$ cat src/rtl/sprite_mover.sv
// Player-sprite engine: clears the screen, draws a ROM sprite and moves it
// horizontally with erase/redraw, emitting one plotted pixel per cycle.
module sprite_mover #(
    parameter int SCREEN_W = 160,
    parameter int SCREEN_H = 120,
    parameter int SPRITE_W = 11,
    parameter int SPRITE_H = 10,
    parameter int X_START  = 73,
    parameter int Y_START  = 105,
    parameter int STEP     = 5,
    parameter int X_MIN    = 0,
    parameter int X_MAX    = SCREEN_W - SPRITE_W,
    parameter int CW       = 3,
    localparam int AW      = $clog2(SPRITE_W * SPRITE_H)
) (
    input  logic          clk,
    input  logic          reset,
    input  logic          start,
    input  logic          left,
    input  logic          right,
    output logic [AW-1:0] rom_addr,
    input  logic [CW-1:0] rom_data,
    output logic [7:0]    x,
    output logic [6:0]    y,
    output logic [CW-1:0] colour,
    output logic          plot,
    output logic          busy,
    output logic [7:0]    pos_x,
    output logic          done,
    output logic          blocked
);

    localparam logic [2:0] IDLE  = 3'd0;
    localparam logic [2:0] CLEAR = 3'd1;
    localparam logic [2:0] DRAW  = 3'd2;
    localparam logic [2:0] READY = 3'd3;
    localparam logic [2:0] ERASE = 3'd4;

    localparam logic [7:0] CLR_XL = 8'(SCREEN_W - 1);
    localparam logic [6:0] CLR_YL = 7'(SCREEN_H - 1);
    localparam logic [7:0] SPR_XL = 8'(SPRITE_W - 1);
    localparam logic [6:0] SPR_YL = 7'(SPRITE_H - 1);
    localparam logic [6:0] Y0     = 7'(Y_START);
    localparam logic [7:0] HOME   = 8'(X_START);
    localparam logic [8:0] LO     = 9'(X_MIN);
    localparam logic [8:0] HI     = 9'(X_MAX);
    localparam logic [8:0] STP    = 9'(STEP);

    logic [2:0]    state;
    logic [7:0]    col;
    logic [6:0]    row;
    logic [AW-1:0] idx;
    logic [7:0]    target;
    logic          draw_q;

    logic          issue;
    logic          in_clear;
    logic [7:0]    x_last;
    logic [6:0]    y_last;
    logic          col_end;
    logic          last;
    logic [8:0]    px9;
    logic [8:0]    left_t;
    logic [8:0]    right_t;
    logic [7:0]    move_t;

    assign in_clear = (state == CLEAR);
    assign issue    = in_clear || (state == DRAW) || (state == ERASE);
    assign busy     = issue;
    assign x_last   = in_clear ? CLR_XL : SPR_XL;
    assign y_last   = in_clear ? CLR_YL : SPR_YL;
    assign col_end  = (col == x_last);
    assign last     = col_end && (row == y_last);
    assign rom_addr = idx;

    // Colour is taken straight from the ROM one cycle after the address,
    // aligned with the registered x/y of the same pixel.
    assign colour   = draw_q ? rom_data : '0;

    // Clamped targets in 9 bits so neither direction can wrap.
    assign px9      = {1'b0, pos_x};
    assign left_t   = (px9 < LO + STP) ? LO : px9 - STP;
    assign right_t  = (px9 + STP > HI) ? HI : px9 + STP;
    assign move_t   = left ? left_t[7:0] : right_t[7:0];

    always_ff @(posedge clk) begin
        if (reset) begin
            state   <= IDLE;
            col     <= '0;
            row     <= '0;
            idx     <= '0;
            target  <= HOME;
            pos_x   <= HOME;
            x       <= '0;
            y       <= '0;
            plot    <= 1'b0;
            draw_q  <= 1'b0;
            done    <= 1'b0;
            blocked <= 1'b0;
        end else begin
            plot    <= issue;
            draw_q  <= (state == DRAW);
            done    <= (state == DRAW) && last;
            blocked <= 1'b0;

            if (issue) begin
                x <= in_clear ? col : pos_x + col;
                y <= in_clear ? row : Y0 + row;
                if (col_end) begin
                    col <= '0;
                    row <= (row == y_last) ? '0 : row + 7'd1;
                end else begin
                    col <= col + 8'd1;
                end
                idx <= (in_clear || last) ? '0 : idx + AW'(1);
            end

            case (state)
                IDLE: begin
                    if (start) state <= CLEAR;
                end
                CLEAR: begin
                    if (last) state <= DRAW;
                end
                DRAW: begin
                    if (last) state <= READY;
                end
                READY: begin
                    if (left ^ right) begin
                        if (move_t == pos_x) begin
                            blocked <= 1'b1;
                        end else begin
                            target <= move_t;
                            state  <= ERASE;
                        end
                    end
                end
                ERASE: begin
                    if (last) begin
                        pos_x <= target;
                        state <= DRAW;
                    end
                end
                default: state <= IDLE;
            endcase
        end
    end

endmodule

$ cat config.mk
export PLATFORM = sky130hd
export DESIGN_NAME = sprite_mover
export DESIGN_NICKNAME = d
export VERILOG_FILES = /design/src/rtl/sprite_mover.sv
export SDC_FILE = /design/constraint.sdc
export NUM_CORES = 1
export LEC_CHECK = 0
export CAP_MARGIN = 20
export CORE_MARGIN = 2
export CORE_UTILIZATION = 51
export CTS_CLUSTER_DIAMETER = 30
export CTS_CLUSTER_SIZE = 25
export DETAILED_ROUTE_END_ITERATION = 7
export PLACE_DENSITY = 0.76
export RECOVER_POWER = 100
export SLEW_MARGIN = 5
export SYNTH_ARGS = -nofsm -noshare
export SYNTH_HDL_FRONTEND = slang
export SYNTH_SLANG_ARGS = --single-unit
$ cat constraint.sdc
create_clock -name clk -period 2.7 [get_ports clk]
set_clock_uncertainty 0.2 [all_clocks]
set_input_delay 0.54 -clock clk [delete_from_list [all_inputs] [get_ports clk]]
set_output_delay 0.54 -clock clk [all_outputs]
set_load 0.01 [all_outputs]
=== Word level (Yosys, flattened, before mapping) ===
Cells that the tools add are included.

* Mux-type cells: 18
* Reduce and logical (&&, ||, !) cells: 12
* Bitwise operators: 4
* Add/subtract/negate cells: 7
* Magnitude comparators: 2
* Eq/ne operators: 12

{| class="wikitable"
|+ Operator list
! operator !! count
|-
| $mux W8 || 6
|-
| $mux W7 || 4
|-
| $mux W3 || 6
|-
| $eq A8 B8 Y1 || 2
|-
| $add A7 B1 Y7 const B || 2
|-
| $pmux W3 S4 || 1
|-
| $add A8 B3 Y9 const B || 1
|-
| $gt A9 B8 Y1 const B || 1
|-
| $add A8 B1 Y8 const B || 1
|-
| $add A8 B8 Y8 || 1
|-
| $lt A8 B3 Y1 const B || 1
|-
| $ne A2 B2 Y1 const B || 4
|-
| $sub A8 B3 Y8 const B || 1
|-
| $add A7 B7 Y7 const A || 1
|-
| $eq A7 B7 Y1 || 1
|-
| $eq A3 B2 Y1 const B || 2
|-
| $reduce_and A5 Y1 || 1
|-
| $reduce_and A2 Y1 || 2
|-
| $eq A3 B1 Y1 const B || 1
|-
| $eq A3 B3 Y1 const B || 1
|-
| $logic_not A3 Y1 || 1
|-
| $logic_or A1 B1 Y1 || 3
|-
| $not A1 Y1 || 3
|-
| $reduce_and A3 Y1 || 1
|-
| 6 further kinds || 7
|}

* Register bits: 60
* Input port bits: 8
* Output and inout port bits: 37
* Word-level logic and storage cells: 67

=== Longest topological paths before layout ===
* Depth after elaboration: 8
* Gate-level depth with buffers: 11
* Depth with buffers taken out: 11

=== Worst setup path after synthesis ===
OpenSTA, ideal clock, no wires.

* Path kind: register -> register
* Start point: register pos_x[0]
* End point: register target[4]
* Setup time: 0.117 ns
* Required time: 2.383 ns
* Cell stages (with the launch flop): 12
* Data arrival time: 2.515 ns
* Setup slack: -0.132 ns
* Path through: dfxtp_1 buf_2 inv_1 ha_1 nand2b_1 and4_1 a221oi_2 o2111ai_1 nor2_1 nand4_1 or3b_1 a32o_1

* Word-level cells in the longest chain between the ends: 7
* Elaborated cells on any way between the ends: 10
* Those cells by class: add/sub (2); order compare (2); eq/ne (1); mux (3); bitwise (1); reduce/logical (1)

{| class="wikitable"
|+ Ends and longest elaborated chain
! item !! line !! RTL
|-
| start, declared || 28 || <nowiki>output logic [7:0] pos_x,</nowiki>
|-
| start signal, assigned || 140 || <nowiki>pos_x <= target;</nowiki>
|-
| $add A8 B3 Y9 || 83 || <nowiki>assign right_t = (px9 + STP > HI) ? HI : px9 + STP;</nowiki>
|-
| $gt A9 B8 Y1 || 83 ||
|-
| $mux W8 || 83 ||
|-
| $mux W8 || 84 || <nowiki>assign move_t = left ? left_t[7:0] : right_t[7:0];</nowiki>
|-
| $eq A8 B8 Y1 || 130 || <nowiki>if (move_t == pos_x) begin</nowiki>
|-
| $not A1 Y1 (no line) || n/a ||
|-
| $reduce_and A3 Y1 (no line) || n/a ||
|-
| end signal, assigned || 133 || <nowiki>target <= move_t;</nowiki>
|-
| end, declared || 53 || <nowiki>logic [7:0] target;</nowiki>
|}

Several ways; a longest one is shown, not always the timed one.
A chain may end at the register's enable or synchronous reset.

=== Final worst setup path ===
* Start point: register pos_x[7]
* End point: register state[0]

* Word-level cells in the longest chain between the ends: 7
* Elaborated cells on any way between the ends: 10
* Those cells by class: add/sub (2); order compare (2); eq/ne (2); mux (3); reduce/logical (1)

{| class="wikitable"
|+ Ends and longest elaborated chain
! item !! line !! RTL
|-
| $add A8 B3 Y9 || 83 ||
|-
| $gt A9 B8 Y1 || 83 ||
|-
| $mux W8 || 83 ||
|-
| $mux W8 || 84 ||
|-
| $eq A8 B8 Y1 (*) || 130 ||
|-
| $ne A2 B2 Y1 (no line) (*) || n/a ||
|-
| $reduce_and A5 Y1 (no line) (*) || n/a ||
|-
| end signal, assigned || 88 || <nowiki>state <= IDLE;</nowiki>
|-
| end signal, assigned || 134 || <nowiki>state <= ERASE;</nowiki>
|-
| end signal, assigned || 141 || <nowiki>state <= DRAW;</nowiki>
|-
| end, declared || 49 || <nowiki>logic [2:0] state;</nowiki>
|}

Every way passes the cells marked *; elsewhere a longest branch is shown, timed or not.

==> run_results.csv <==
group,metric,value,unit
cells_and_area,design_area,0.00537,mm^2
worst_setup_path,required,2.74,ns
clocking,clk_pin_slew,0.07,ns
sta,maxSlewHeadroom,70.4,%
sta,tightest_slew,0.441,ns
place,hpwl,8560,um
clocking,cts_sinks,60,
global_route,grt_antenna_before_repair,0,
synthesis,ys_ff_latch,60,
status,status,"finished, violations left",
cells_and_area,fin_cells,693,
die,io_pins,45,
route,final_antenna_net_count,0,
place,gp_congestion,0.945,
clocking,cts_max_level,3,
route,drt_wl_total,11600,um
synthesis,yosysSeqAreaShare,31.5,%
sta,tns,-0.119,ns
worst_setup_path,end_kind,"flip-flop",
die,die_x,90.4,um
sta,fin_crit,2.74,ns
place,portBuffers,44,
synthesis,syn_nets,493,
synthesis,yosys_warnings,0,
global_route,grt_usage,29.1,%
worst_setup_path,critPathKind,"flip-flop to flip-flop",
synthesis,synth-edff-count,0,
place,dp.cells,668,
synthesis,netlist_instances,471,
synthesis,synth_area,0.00381,mm^2
die,row_count,31,
global_route,grt_pass1_vias,3976,
route,wl_per_cell,16.7,um
global_route,grt_pass1_wl,19100,um
worst_setup_path,arrival,2.78,ns
flow_run,drv_cap,0,
power,p_leak,2.36,nW
route,dr.pass1.iters,5,
worst_setup_path,cpMaxStageDelayCell,"dfxtp_1",
sta,finalWorstSetupSlack,-0.0374,ns
clocking,numCtsBuffers,9,
route,drt_iter0_markers,216,
cells_and_area,drive_gt1_share,29.5,%
worst_setup_path,path_max_fanout,8,
worst_setup_path,crit_chain,"buf_4, or3_4, a221oi_4, o2111ai_2, a211oi_2, buf_4, nand4b_4, a2111oi_2",
worst_setup_path,crit_path_max_incr_delay,0.41,ns
global_route,overflow,0,
worst_setup_path,cp-start-kind,"flip-flop",
route,vias,4003,
synthesis,yosys_most_used_dff,"dfxtp_1",
cells_and_area,final.fill_count,553,
cells_and_area,diodes,0,
synthesis,async_flop_share,0,%
die,initial_core_util,52.5,%
sta,drv_slew,0,
die,core-area,0.00725,mm^2
synthesis,synth_cell_types,75,
sta,hold_viol,0,
clocking,cts_buffer_depth,2,
cells_and_area,syn_to_final_growth,40.9,%
status,violations,"setup timing",
power,peakVddDrop,0.201,mV
cells_and_area,most-common-layout-cells,"93 x buf_4, 55 x nor2_1, 54 x dfxtp_1",
worst_setup_path,crit_family,"compound AO/OA/AOI/OAI gates",
global_route,grt_max_degree,30,
sta,fmax,365,MHz
clocking,cts_tree,"yes",
power,power.density,354,mW/mm^2
die,die_h,90.4,um
cells_and_area,final_nets,611,
clocking,clock_latency,0.35,ns
synthesis,synth_area_per_cell,8.09,um^2
clocking,cts_root_buffer,"clkbuf_8",
sta,post-route-period-util,101,%
place,placed_area,0.00487,mm^2
sta,rsz0062_at_grt,"yes",
min_path,hp-class,"flip-flop to flip-flop",
sta,finalSetupViolations,4,
worst_setup_path,critical_path_buf_inv_count,2,
worst_setup_path,cpMostUsedCell,"buf_4",
clocking,holdBufCountCts,0,
cells_and_area,final_common_cell,"buf_4",
route,post-route-drc-count,0,
die,die_area,0.00818,mm^2
route,vias_per_cell,5.78,
==> metal layers <==
layer / wire [um] / track usage, % / vias to the layer above
li1: - / - / 1919
met5: 0 / 0 / -
met1: 4960 / 35.0 / 1912
met2: 5820 / 51.4 / 137
met4: 300 / 12.7 / 0
met3: 464 / 4.51 / 35
==> tightest hold or removal path, cell delays in order (launching register included) <==
cell	delay [ns]
dfxtp_1	0.32
nand2_1	0.05
a21oi_1	0.05
==> timing repair <==
| item | 4_1_cts | 5_1_grt |
|---|---|---|
| pin swaps | 11 | 18 |
| buffers inserted | 4 | 5 |
| setup endpoints to repair | 14 | 19 |
| gates resized for setup | 33 | 35 |
==> cell type report <==
type	count	area [um^2]	share of cell area (%)
well taps	99	124	2.31
inverters	12	45.0	0.839
clock buffers	9	124	2.31
clock inverters	7	51.3	0.955
repair buffers	143	1180	22.0
flip-flops and latches	60	1220	22.7
multi-input cells	363	2630	48.9
==> worst paths after layout <==
kind / startpoint / to / slack (ns) / cells after the start
hold / removal: x[1]$_SDFFE_PP0P_ / x[1]$_SDFFE_PP0P_ / 0.26 / 2
hold reg to reg: x[1]$_SDFFE_PP0P_ / x[1]$_SDFFE_PP0P_ / 0.26 / 2
setup / recovery: pos_x[7]$_SDFFE_PP0P_ / state[0]$_SDFFE_PP0P_ / -0.04 / 8
setup reg to reg: pos_x[7]$_SDFFE_PP0P_ / state[0]$_SDFFE_PP0P_ / -0.04 / 8
==> cell families (layout without fill, tap and decap cells) <==
logic type	Yosys count	after routing	synth area share (%)
adders and majority gates	14	14	4.79
and+or+nand+nor	196	196	26.2
buffers and inverters	48	171	6.21
AOI/OAI and AO/OA	107	107	20.3
xor gates and xnor gates	36	36	8.28
muxes	10	10	2.69
DFF	60	60	31.5
==> registers in the layout (all words and copies together) (netlist names) <==
signal and count:
target 8, plot 1, rom_addr 7, x 8, row 7, blocked 1, pos_x 8, done 1
col 8, draw_q 1, y 7, state 3
==> report_power, final <==
| group | total, mW | internal (mW) | leakage (nW) | switching (mW) |
|---|---|---|---|---|
| Combinational | 0.250 | 0.116 | 1.78 | 0.134 |
| Clock | 0.730 | 0.335 | 0.0856 | 0.395 |
| Sequential | 0.922 | 0.908 | 0.488 | 0.0140 |
| Total | 1.90 | 1.36 | 2.36 | 0.543 |
==> per-stage QoR <==
step | setup slack (ns) | power, mW | util [%] | hold slack [ns]
after global placement | -0.386 | 1.19 | 67.2 | 0.242
final | -0.0374 | 1.90 | 74.0 | 0.259
after global routing | -0.156 | 1.97 | 74.0 | 0.291
after detailed placement | -0.523 | 1.19 | 67.2 | 0.256
after CTS | 0.00210 | 1.91 | 72.0 | 0.267
after floorplan | 0.00356 | 1.08 | - | 0.232
==> synthesized netlist by cell type, types with 11 or more instances <==
master | number | share of area (%)
nor2_1 | 58 | 5.7
buf_2 | 12 | 1.6
xnor2_1 | 15 | 3.4
o21ai_0 | 23 | 3.0
clkbuf_1 | 15 | 1.5
nand2_1 | 49 | 4.8
dfxtp_1 | 60 | 32
nor3_1 | 11 | 1.4
inv_1 | 12 | 1.2
ha_1 | 13 | 4.3
xor2_1 | 21 | 4.8
nand3_1 | 17 | 2.2
a21oi_1 | 27 | 3.5
Note: power is estimated with default switching activity, not from simulation.
